===== src/rtl/pipe_skid_stage.sv =====
// ============================================================================
// Module   : pipe_skid_stage
// Brief    : Flushable valid/ready pipeline register with a two-entry skid
//            buffer, bubble injection and a saturating stall counter.
// Revision : 1.0 - initial release
// ============================================================================
`default_nettype none

module pipe_skid_stage #(
   parameter int            DW     = 32,
   parameter logic [DW-1:0] BUBBLE = {DW{1'b0}},
   parameter int            CW     = 16
) (
   input  logic          clk,
   input  logic          rst,
   input  logic          flush_i,
   input  logic          in_valid_i,
   output logic          in_ready_o,
   input  logic [DW-1:0] in_data_i,
   output logic          out_valid_o,
   input  logic          out_ready_i,
   output logic [DW-1:0] out_data_o,
   output logic [1:0]    occ_o,
   output logic [CW-1:0] stall_cnt_o
);

   typedef enum logic [1:0] {
      S_EMPTY = 2'd0,
      S_ONE   = 2'd1,
      S_FULL  = 2'd2
   } state_t;

   localparam logic [CW-1:0] c_STALL_MAX = {CW{1'b1}};

   state_t          r_state;
   logic            r_main_v;
   logic            r_skid_v;
   logic            r_in_ready;
   logic [DW-1:0]   r_main_d;
   logic [DW-1:0]   r_skid_d;
   logic [CW-1:0]   r_stall_cnt;

   logic            w_in_fire;
   logic            w_out_fire;

   assign w_in_fire  = in_valid_i & r_in_ready;
   assign w_out_fire = r_main_v & out_ready_i;

   // Ready is a flop so downstream back-pressure never reaches upstream combinationally.
   always_ff @(posedge clk or negedge rst) begin
      if (!rst) begin
         r_state    <= S_EMPTY;
         r_main_v   <= 1'b0;
         r_skid_v   <= 1'b0;
         r_in_ready <= 1'b1;
         r_main_d   <= BUBBLE;
         r_skid_d   <= BUBBLE;
      end else if (flush_i) begin
         r_state    <= S_EMPTY;
         r_main_v   <= 1'b0;
         r_skid_v   <= 1'b0;
         r_in_ready <= 1'b1;
         r_main_d   <= BUBBLE;
         r_skid_d   <= BUBBLE;
      end else begin
         case (r_state)
            S_EMPTY: begin
               if (w_in_fire) begin
                  r_state  <= S_ONE;
                  r_main_v <= 1'b1;
                  r_main_d <= in_data_i;
               end
            end
            S_ONE: begin
               if (w_in_fire && w_out_fire) begin
                  r_main_d <= in_data_i;
               end else if (w_in_fire) begin
                  r_state    <= S_FULL;
                  r_skid_v   <= 1'b1;
                  r_in_ready <= 1'b0;
                  r_skid_d   <= in_data_i;
               end else if (w_out_fire) begin
                  r_state  <= S_EMPTY;
                  r_main_v <= 1'b0;
                  r_main_d <= BUBBLE;
               end
            end
            S_FULL: begin
               if (w_out_fire) begin
                  r_state    <= S_ONE;
                  r_skid_v   <= 1'b0;
                  r_in_ready <= 1'b1;
                  r_main_d   <= r_skid_d;
                  r_skid_d   <= BUBBLE;
               end
            end
            default: begin
               r_state    <= S_EMPTY;
               r_main_v   <= 1'b0;
               r_skid_v   <= 1'b0;
               r_in_ready <= 1'b1;
               r_main_d   <= BUBBLE;
               r_skid_d   <= BUBBLE;
            end
         endcase
      end
   end

   // Counts every cycle a live payload is refused; flush deliberately leaves it alone.
   always_ff @(posedge clk or negedge rst) begin
      if (!rst) begin
         r_stall_cnt <= '0;
      end else if (r_main_v && !out_ready_i && (r_stall_cnt != c_STALL_MAX)) begin
         r_stall_cnt <= r_stall_cnt + CW'(1);
      end
   end

   assign in_ready_o  = r_in_ready;
   assign out_valid_o = r_main_v;
   assign out_data_o  = r_main_d;
   assign occ_o       = {1'b0, r_main_v} + {1'b0, r_skid_v};
   assign stall_cnt_o = r_stall_cnt;

endmodule

`default_nettype wire


===== config.mk =====
export PLATFORM = sky130hd
export DESIGN_NAME = pipe_skid_stage
export DESIGN_NICKNAME = d
export VERILOG_FILES = /design/src/rtl/pipe_skid_stage.sv
export SDC_FILE = /design/constraint.sdc
export NUM_CORES = 1
export LEC_CHECK = 0
export CORE_MARGIN = 2
export CORE_UTILIZATION = 53
export CTS_CLUSTER_SIZE = 14
export DETAILED_ROUTE_END_ITERATION = 7
export PLACE_DENSITY_LB_ADDON = 0.2
export SLEW_MARGIN = 20
export SYNTH_ARGS = -nofsm -noshare
export SYNTH_HDL_FRONTEND = slang
export SYNTH_SLANG_ARGS = --single-unit

===== constraint.sdc =====
create_clock -name clk -period 5.6 [get_ports clk]
set_clock_uncertainty 0.15 [all_clocks]
set_input_delay 1.12 -clock clk [delete_from_list [all_inputs] [get_ports clk]]
set_output_delay 1.12 -clock clk [all_outputs]
set_load 0.02 [all_outputs]

==> run_results.csv <==
group,metric,value,unit
global_route,antenna_found_initial,0,
clock_network,cts_sinks,85,
route,wirelength_met1,3683,um
synthesis,ys_warn_count,0,
placement,place_inst,435,
sta,rsz0062_at_grt,"no",
sta,min_period_over_period,54.51,%
job,timing.max_cap.violations,0,
sta,tns,0,ps
global_route,gr-total-overflow,0,
synthesis,synth_area,0.003677,sq mm
setup_path,crit_arrival,1780,ps
global_route,grt_pass1_vias,2723,
finish,fin_nets,405,
sta,fmax,327.6,MHz
setup_path,cp.required,4330,ps
synthesis,syn_inst,283,
die,core_area,0.006756,sq mm
sta,setup_viol,0,
synthesis,synth_area_leader_cell,"dfrtp_1",
sta,slew_viol_final,0,
sta,setup_slack,2547,ps
finish,area_growth_syn_to_layout,29.81,%
setup_path,slowest_stage,"clkdlybuf4s50_1",
outcome,run_status,"finished clean",
synthesis,synthFlopType,"dfrtp_1",
clock_network,cts_resized,0,
route,route.detailed.drc,0,
clock_network,cts_buffers,9,
power,p_leak,2.074,nW
die,dieArea,0.007620,sq mm
synthesis,synth-seq-cells,85,
placement,gp_congestion,0.8601,
route,ant_nets,0,
power,comb_power_share,25.7,%
route,wire_per_inst,17.89,um
clock_network,cts_tree,"done",
sta,worst_pin_slew,903.9,ps
route,drtPass1Iterations,4,
synthesis,synth.most_common_cell,"dfrtp_1",
synthesis,synth_fp_nets,322,
synthesis,ys_seq_area_share,57.88,%
setup_path,crit_type,"reg2out",
route,finalWirelength,8068,um
power,cellPowerDensity,333.9,mW/mm^2
synthesis,synth.distinct_cells,41,
power,power.share.switching,31.66,%
synthesis,synth_edf_count,0,
power,power_switching,0.5046,mW
die,die-width,87.30,um
synthesis,synth.area.top_cells,"dfrtp_1, a22o_1, a22oi_1, o2bb2ai_1, xnor2_1",
sta,final_hold_viol_count,0,
setup_path,crit_fanout,9,
synthesis,yosys-top-cells-count,"dfrtp_1, a22o_1, a22oi_1",
power,p_clk_share,27.8,%
route,via_per_inst,6.080,
route,wl_met3,445,um
die,start_util,54.43,%
clock_network,clkTransAtPathRegs,80,ps
die,dieHeight,87.30,um
route,vias,2742,
route,routed-wl-met2,3845,um
finish,layout-drive-gt1-share,10.78,%
die,num_io_pins,89,
sta,period_minus_slack,3053,ps
power,pwr-share-seq,46.5,%
clock_network,clkLatencyLatePin,340,ps
clock_network,post_cts_buffers,0,
clock_network,cts_buffer_depth,2,
setup_path,slowest_delay,600,ps
global_route,grt_first_pass_wirelength,13540,um
min_path,holdCritPathClass,"reg2reg",
route,first_iter_violations,218,
global_route,track_usage,22.76,%
clock_network,cts_root_buf,"clkbuf_8",
global_route,grt_max_degree,86,
setup_path,path_buf_inv,1,
synthesis,netlist.area_leader.share,57.16,%
sta,slew_headroom,39.61,%
clock_network,cts_hold_buf,0,
die,rows,30,
placement,place_ws,2340,ps
power,cell_internal_pwr,1.089,mW
setup_path,endpoint_kind,"primary output",
finish,final_cells,451,
placement,io_buffers,88,
power,vdd_drop_max,0.1764,mV
setup_path,crit_path_start_kind,"flop",
clock_network,ctsHtreeMaxLevel,3,
synthesis,syn_area_per_cell,12.99,sq um
synthesis,synthArstFlopShare,100.0,%
setup_path,cp_top_family,"buffers and inverters",
route,top_layer_used,"met4",
placement,hpwl,5075,um
setup_path,cp_cell_sequence,"ha_1 > clkdlybuf4s50_1",
finish,diodes,0,
-- worst reg2reg max path, delay by kind of cell (launching register included) --
family                     cells  cell delay [ps]
AOI/OAI and AO/OA              1              600
DFF                            1              440
muxes                          1              400
adders and majority gates      1              240
and+or+nand+nor                1              230
-- cell type report --
class,count,area [sq um]
Timing Repair Buffer,93,919.6
Inverter,4,15.01
Multi-Input combinational cell,173,1401
Clock buffer,10,137.6
Fill cell,499,1983
Tap cell,80,100.1
Clock inverter,6,71.32
Sequential cell,85,2128
-- power by group through the flow --
stage | clock [mW] | sequential [mW] | combinational (mW)
after floorplan | 0 | 0.803 | 0.178
after global placement | 0 | 0.750 | 0.408
after detailed placement | 0 | 0.751 | 0.413
after CTS | 0.454 | 0.741 | 0.415
after global routing | 0.481 | 0.751 | 0.445
final | 0.444 | 0.741 | 0.409
-- cells in the final DEF (no fill, tap or decap), drive strengths merged --
master and n:
buf 6, and3 3, a211oi 2, and4 4, nand2 7, xnor2 14, a21boi 1, clkbuf 10
bufinv 1, nor2b 2, mux2 1, a22o 32, nand3 6, nand4 7, and2 2, a21o 1
inv 5, a41oi 1, nor3 3, clkinvlp 2, nand3b 1, a21oi 6, ha 2, mux2i 1
nor2 6, o21ai 2, dfrtp 84, a22oi 32, xor2 1, dfstp 1, o2bb2ai 32, clkinv 2
nand2b 3, o21bai 1, clkdlybuf4s50 87
-- state kept, by name, summed over array words and instances (netlist names) --
name,count
out_data_o,32
r_skid_d,32
stall_cnt_o,16
r_state,2
in_ready_o,1
out_valid_o,1
r_skid_v,1
-- worst paths after layout --
path | slack, ps | from | to | depth (start not counted)
setup / recovery | 2550 | out_valid_o | occ_o[0] | 2
hold reg to reg | 340 | r_skid_v | r_skid_v | 1
setup reg to reg | 3430 | stall_cnt_o[0] | stall_cnt_o[1] | 4
hold / removal | 340 | r_skid_v | r_skid_v | 1
max in group asynchronous | 4130 | rst | out_data_o[0] | 1
min in group asynchronous | 650 | rst | stall_cnt_o[4] | 1
-- stage by stage --
step | hold slack [ps] | cell area, sq um | power, mW | utilization (%)
2_1_floorplan | 303.7 | 3677 | 0.9806 | -
3_3_place_gp | 314.9 | 4561 | 1.158 | 67.50
3_5_place_dp | 323.0 | 4561 | 1.164 | 67.50
4_1_cts | 342.5 | 4770 | 1.609 | 70.59
5_1_grt | 362.2 | 4773 | 1.678 | 70.65
6_report | 341.5 | 4773 | 1.594 | 70.65
-- logic make-up (layout without fill, tap and decap cells) --
logic type                 Yosys count  in the layout  synth area share (%)
muxes                                2              2                0.5784
xor gates and xnor gates            15             15                 3.573
buffers and inverters               25            113                 4.389
AOI/OAI and AO/OA                  110            110                 25.93
adders and majority gates            2              2                0.6804
DFF                                 85             85                 57.88
and+or+nand+nor                     44             44                 6.976
-- per-layer routing --
| metal | vias up | GRT usage, % |
|---|---|---|
| met3 | 11 | 4.171 |
| met1 | 1368 | 33.27 |
| met5 | - | 0 |
| li1 | 1257 | - |
| met2 | 106 | 34.71 |
| met4 | 0 | 6.993 |
(Power assumes the default switching activity.)
